## src/rtl/xif_obi_data_arbiter.sv

```systemverilog
// xif_obi_data_arbiter
// Two-requester OBI data-port arbiter: core LSU (m0) and the eXtension
// interface coprocessor memory path (m1) share one memory data port.
// The chosen requester stays locked until its address phase is granted, and
// an in-order ID FIFO steers each response back to the requester that issued it.
// Optional feature: define XIF_OBI_ARB_RR_EN for round-robin arbitration in
// IDLE; without it m0 has fixed priority.
module xif_obi_data_arbiter #(
    parameter int ADDR_WIDTH      = 32,
    parameter int DATA_WIDTH      = 32,
    parameter int MAX_OUTSTANDING = 2
) (
    input  logic                                 clk_i,
    input  logic                                 rst_i,
    // requester 0 (core LSU)
    input  logic                                 m0_req_i,
    output logic                                 m0_gnt_o,
    input  logic [ADDR_WIDTH-1:0]                m0_addr_i,
    input  logic                                 m0_we_i,
    input  logic [DATA_WIDTH/8-1:0]              m0_be_i,
    input  logic [DATA_WIDTH-1:0]                m0_wdata_i,
    output logic                                 m0_rvalid_o,
    output logic [DATA_WIDTH-1:0]                m0_rdata_o,
    // requester 1 (coprocessor)
    input  logic                                 m1_req_i,
    output logic                                 m1_gnt_o,
    input  logic [ADDR_WIDTH-1:0]                m1_addr_i,
    input  logic                                 m1_we_i,
    input  logic [DATA_WIDTH/8-1:0]              m1_be_i,
    input  logic [DATA_WIDTH-1:0]                m1_wdata_i,
    output logic                                 m1_rvalid_o,
    output logic [DATA_WIDTH-1:0]                m1_rdata_o,
    // memory data port
    output logic                                 s_req_o,
    input  logic                                 s_gnt_i,
    output logic [ADDR_WIDTH-1:0]                s_addr_o,
    output logic                                 s_we_o,
    output logic [DATA_WIDTH/8-1:0]              s_be_o,
    output logic [DATA_WIDTH-1:0]                s_wdata_o,
    input  logic                                 s_rvalid_i,
    input  logic [DATA_WIDTH-1:0]                s_rdata_i,
    // status
    output logic [$clog2(MAX_OUTSTANDING+1)-1:0] outstanding_o,
    output logic                                 err_o
);

    localparam int CNT_W = $clog2(MAX_OUTSTANDING + 1);
    localparam int PTR_W = (MAX_OUTSTANDING > 1) ? $clog2(MAX_OUTSTANDING) : 1;

    typedef enum logic [1:0] {
        IDLE  = 2'd0,
        LOCK0 = 2'd1,
        LOCK1 = 2'd2
    } state_t;

    state_t             state, state_nxt;

    logic               win;        // IDLE arbitration result (0 = m0, 1 = m1)
    logic               sel;        // requester currently driving the address phase
    logic               sel_req;    // request of the selected requester
    logic               full;
    logic               empty;
    logic               push;
    logic               pop;
    logic               head_id;
    logic               proto_err;  // locked requester withdrew before grant
    logic               spurious;   // response with nothing outstanding

    logic [CNT_W-1:0]   occ;
    logic [PTR_W-1:0]   wptr;
    logic [PTR_W-1:0]   rptr;
    logic               id_mem [MAX_OUTSTANDING];
    logic               err_q;

    // Advance a FIFO pointer, wrapping at MAX_OUTSTANDING (depth need not be a power of two).
    function automatic logic [PTR_W-1:0] ptr_inc(input logic [PTR_W-1:0] p);
        if (p == PTR_W'(MAX_OUTSTANDING - 1)) begin
            return '0;
        end
        return p + 1'b1;
    endfunction

`ifdef XIF_OBI_ARB_RR_EN
    logic last_gnt;  // requester granted most recently; reset to 1 so m0 wins first

    // Round-robin pick in IDLE: on contention favour whoever was not granted last.
    always_comb begin
        win = 1'b0;
        if (m0_req_i && m1_req_i) begin
            win = ~last_gnt;
        end else begin
            win = ~m0_req_i & m1_req_i;
        end
    end

    // Remember the last granted requester to rotate priority.
    always_ff @(posedge clk_i or posedge rst_i) begin
        if (rst_i) begin
            last_gnt <= 1'b1;
        end else if (push) begin
            last_gnt <= sel;
        end
    end
`else
    // Fixed-priority pick in IDLE: m0 wins whenever it requests; idle selects m0.
    always_comb begin
        win = 1'b0;
        win = ~m0_req_i & m1_req_i;
    end
`endif

    // Selection: a lock forces the mux, otherwise the arbitration winner drives it.
    always_comb begin
        sel = win;
        case (state)
            LOCK0:   sel = 1'b0;
            LOCK1:   sel = 1'b1;
            default: sel = win;
        endcase
        sel_req = sel ? m1_req_i : m0_req_i;
    end

    // A response popping this cycle frees a slot, so a full FIFO can still accept.
    assign empty = (occ == '0);
    assign full  = (occ == CNT_W'(MAX_OUTSTANDING)) && !s_rvalid_i;

    assign s_req_o   = sel_req && !full;
    assign s_addr_o  = sel ? m1_addr_i  : m0_addr_i;
    assign s_we_o    = sel ? m1_we_i    : m0_we_i;
    assign s_be_o    = sel ? m1_be_i    : m0_be_i;
    assign s_wdata_o = sel ? m1_wdata_i : m0_wdata_i;

    assign m0_gnt_o  = s_gnt_i && s_req_o && (sel == 1'b0);
    assign m1_gnt_o  = s_gnt_i && s_req_o && (sel == 1'b1);

    assign push      = s_req_o && s_gnt_i;
    assign pop       = s_rvalid_i && !empty;
    assign spurious  = s_rvalid_i && empty;
    assign proto_err = (state != IDLE) && !sel_req;

    assign head_id     = id_mem[rptr];
    assign m0_rvalid_o = pop && (head_id == 1'b0);
    assign m1_rvalid_o = pop && (head_id == 1'b1);
    assign m0_rdata_o  = s_rdata_i;
    assign m1_rdata_o  = s_rdata_i;

    assign outstanding_o = occ;
    assign err_o         = err_q;

    // Lock control: a stalled address phase locks its requester until granted.
    always_comb begin
        state_nxt = state;
        case (state)
            IDLE: begin
                if (s_req_o && !s_gnt_i) begin
                    state_nxt = sel ? LOCK1 : LOCK0;
                end
            end
            LOCK0, LOCK1: begin
                if (push || !sel_req) begin
                    state_nxt = IDLE;
                end
            end
            default: state_nxt = IDLE;
        endcase
    end

    // Lock state register.
    always_ff @(posedge clk_i or posedge rst_i) begin
        if (rst_i) begin
            state <= IDLE;
        end else begin
            state <= state_nxt;
        end
    end

    // Response-ID FIFO pointers and occupancy.
    always_ff @(posedge clk_i or posedge rst_i) begin
        if (rst_i) begin
            wptr <= '0;
            rptr <= '0;
            occ  <= '0;
        end else begin
            if (push) begin
                wptr <= ptr_inc(wptr);
            end
            if (pop) begin
                rptr <= ptr_inc(rptr);
            end
            case ({push, pop})
                2'b10:   occ <= occ + 1'b1;
                2'b01:   occ <= occ - 1'b1;
                default: occ <= occ;
            endcase
        end
    end

    // Response-ID storage; only read behind a valid pointer, so no reset needed.
    always_ff @(posedge clk_i) begin
        if (push) begin
            id_mem[wptr] <= sel;
        end
    end

    // Sticky protocol error: spurious response or request withdrawn while locked.
    always_ff @(posedge clk_i or posedge rst_i) begin
        if (rst_i) begin
            err_q <= 1'b0;
        end else if (spurious || proto_err) begin
            err_q <= 1'b1;
        end
    end

endmodule

```

## config.mk

```make
export PLATFORM = sky130hd
export DESIGN_NAME = xif_obi_data_arbiter
export DESIGN_NICKNAME = d
export VERILOG_FILES = /design/src/rtl/xif_obi_data_arbiter.sv
export SDC_FILE = /design/constraint.sdc
export NUM_CORES = 1
export LEC_CHECK = 0
export CAP_MARGIN = 20
export CORE_AREA = 2 2 123 125
export DETAILED_ROUTE_END_ITERATION = 10
export DIE_AREA = 0 0 125 127
export GPL_ROUTABILITY_DRIVEN = 0
export PLACE_DENSITY_LB_ADDON = 0.12
export REMOVE_ABC_BUFFERS = 1
export SETUP_SLACK_MARGIN = 0.1
export SLEW_MARGIN = 15
export SYNTH_ARGS = -nofsm -noshare
export SYNTH_HDL_FRONTEND = slang
export SYNTH_SLANG_ARGS = --single-unit
```

## constraint.sdc

```tcl
create_clock -name clk_i -period 2.85 [get_ports clk_i]
set_input_delay 0.7125 -clock clk_i [delete_from_list [all_inputs] [get_ports clk_i]]
set_output_delay 0.7125 -clock clk_i [all_outputs]
set_load 0.03 [all_outputs]
```

==> flow_metrics.env <==
export IMPL_synth_avg_cell_area_sq_um=11.07
export IMPL_diodes=0
export IMPL_ys_warn_count=0
export IMPL_cts_sinks=9
export IMPL_rr_startpoint="state[0]"
export IMPL_ys_seq_area_frac=0.1057
export IMPL_synth_distinct_cells=36
export IMPL_synth_edf_count=2
export IMPL_powerDensity_nw_per_um2=643.0
export IMPL_clk_transition_reported_paths_ps=40
export IMPL_fmax_mhz=360.0
export IMPL_vias=2261
export IMPL_grt_overflow=0
export IMPL_wl_microns=11920
export IMPL_hp_start="err_o"
export IMPL_period_share=0.9745
export IMPL_htreeDepth=1
export IMPL_ys_seq_elements=9
export IMPL_holdPathEnd="err_o"
export IMPL_dpl_cell_area_sq_um=4138
export IMPL_r2r_end="id_mem[0]"
export IMPL_cts_root_buffer="clkbuf_16"
export IMPL_coreArea_sq_um=14420
export IMPL_stdcell_count=570
export IMPL_port_buffers=220
export IMPL_start_kind="input port"
export IMPL_via_per_inst=3.967
export IMPL_drc_errors=0
export IMPL_clock_latency_ps=240
export IMPL_first_global_vias=2437
export IMPL_rsz0062_at_grt="true"
export IMPL_layout_nets=565
export IMPL_fillers=1534
export IMPL_drtIter0Drc=47
export IMPL_cts_tree="yes"
export IMPL_grt_pass1_wl_microns=16450
export IMPL_rows=44
export IMPL_whs_path_depth=1
export IMPL_initial_utilization=0.1542
export IMPL_die_x_microns=125
export IMPL_slew_headroom=0.7778
export IMPL_cts_buffers=3
export IMPL_grt_max_degree=10
export IMPL_fin_crit_ps=2777
export IMPL_finalHoldViolations=0
export IMPL_cp_cell_sequence="buf_6 -> nand2b_4 -> o21a_4 -> buf_12 -> buf_12 -> buf_16 -> mux2_4 -> buf_8"
export IMPL_hp_class="flip-flop to flip-flop"
export IMPL_synthCells=201
export IMPL_setup_violations=0
export IMPL_worst_path_max_fanout=7
export IMPL_worst_pin_slew_ps=332.3
export IMPL_area_delta_synth_final_pct=104.3
export IMPL_layout_setup_ws_ps=72.54
export IMPL_peakVddDrop_uv=166.5
export IMPL_p_total_mw=2.923
export IMPL_status="complete, no violations"
export IMPL_holdWs_ps=465.0
export IMPL_r2r_cells=8
export IMPL_io_pins=317
export IMPL_path_buf_inv=5
export IMPL_wire_per_inst_microns=20.92
export IMPL_cp_common_cell="buf_12"
export IMPL_dp_hpwl_microns=10110
export IMPL_r2r_slack_ps=970
export IMPL_syn_area_sq_um=2225
export IMPL_design_area_sq_um=4546
export IMPL_cap_violations=0
export IMPL_track_usage=0.1386
export IMPL_p_leak_nw=2.124
export IMPL_path_class="input port to primary output"
export IMPL_cp_arrival_ps=2060
export IMPL_cp_required_ps=2140
export IMPL_antenna_found_initial=0
export IMPL_drive_gt1_frac=0.5052
export IMPL_ant_nets=0
export IMPL_clock_path_buffers=2
export IMPL_slew_viol_final=0
export IMPL_cp_slowest_cell="mux2_4"
export IMPL_max_stage_delay_ps=300
export IMPL_async_reset_ff_frac=0.7778
export IMPL_cpLargestDelayFamily="buffers and inverters"
export IMPL_end_kind="primary output"
export IMPL_die_area_sq_um=15880
export IMPL_first_pass_iters=4
export IMPL_die_h_microns=127
export IMPL_pre_cts_ws_ps=-487.3
export IMPL_dp_cells=551
export IMPL_finClkSkew_ps=5.452
export IMPL_synth_ff_type="dfrtp_1"
## placed cells by master (no fill, tap or decap), drive strengths merged, types with 4 or more instances in the layout
master and n:
clkbuf 10, dfrtp 7, inv 4, buf 98, clkdlybuf4s50 144, clkdlybuf4s15 4
mux2 69, nand2b 4, nor2 7
## kinds of logic after synthesis
group | synth area share
buf+inv | 0.2908
xor+xnor | 0.01181
flops | 0.1057
simple gates | 0.06918
mux | 0.4713
compound gates | 0.03993
fa+ha+maj | 0.01125
## worst register-to-register path, delay by kind of cell, from the launching register on
family                   cells  cell delay, ps
adder cells (fa/ha/maj)      1             210
buffers and inverters        3             430
flip-flops                   1             390
AND/OR/NAND/NOR              4             550
## power by group
part | leakage (nW) | internal (mW) | total, mW | switching [mW]
clock network | 0.0382 | 0.187 | 0.250 | 0.0629
logic | 1.98 | 1.35 | 2.45 | 1.10
registers | 0.103 | 0.179 | 0.226 | 0.0469
total | 2.12 | 1.71 | 2.92 | 1.21
## through the flow
step                        util  setup TNS, ps
after global routing      0.3151              0
after global placement    0.2869         -25560
after detailed placement  0.2869         -24640
after floorplan                -        -126790
final                     0.3151              0
after CTS                 0.3231              0
## how the worst max path moves through the flow
stage	startpoint	to	depth (start not counted)
2_1_floorplan	state[0]	m0_gnt_o	6
3_3_place_gp	m0_req_i	s_wdata_o[19]	6
3_5_place_dp	m0_req_i	s_wdata_o[15]	6
4_1_cts	state[0]	s_addr_o[9]	8
5_1_grt	state[0]	s_addr_o[8]	10
6_report	m0_req_i	s_addr_o[8]	8
## cell usage after synthesis, types with 2 or more instances
cell type | number | share of area
xnor2_1 | 3 | 0.012
nand2b_1 | 4 | 0.011
o22ai_1 | 2 | 0.0056
buf_12 | 6 | 0.054
mux2_2 | 2 | 0.010
nor2_1 | 7 | 0.012
nor2b_1 | 2 | 0.0056
ha_1 | 2 | 0.011
edfxtp_1 | 2 | 0.027
nand2_1 | 3 | 0.0051
buf_4 | 64 | 0.22
dfrtp_1 | 7 | 0.079
and2_1 | 2 | 0.0056
inv_1 | 4 | 0.0067
o21ai_0 | 3 | 0.0067
mux2_4 | 67 | 0.45
mux2i_1 | 2 | 0.0090
## layout make-up
class | instances | area [sq um] | share of cell area
flip-flops and latches | 9 | 235.2 | 0.05175
repair buffers | 254 | 2591 | 0.5701
multi-input cells | 115 | 1395 | 0.3069
well taps | 184 | 230.2 | 0.05065
inverters | 4 | 15.01 | 0.003303
clock buffers | 4 | 78.83 | 0.01734
## per-layer routing
layer | track usage | up-vias | share of wire
met5 | 0.06811 | - | 0.0053
met3 | 0.1064 | 8 | 0.16
met4 | 0.01307 | 2 | 0.0061
met1 | 0.1451 | 1033 | 0.35
li1 | - | 1004 | -
met2 | 0.2238 | 214 | 0.47
## flip-flops by register name, indices dropped and copies added, names as in the netlist
signal	flops
err_o	1
id_mem	2
outstanding_o	2
rptr	1
state	2
wptr	1
## repair_timing
item	CTS	global route
cloned	5	0
resized for setup	151	73
pin swaps	2	2
hold buffers	0	0
setup buffers	9	1
setup endpoints to repair	71	70
Note: power is estimated with default switching activity, not from simulation.
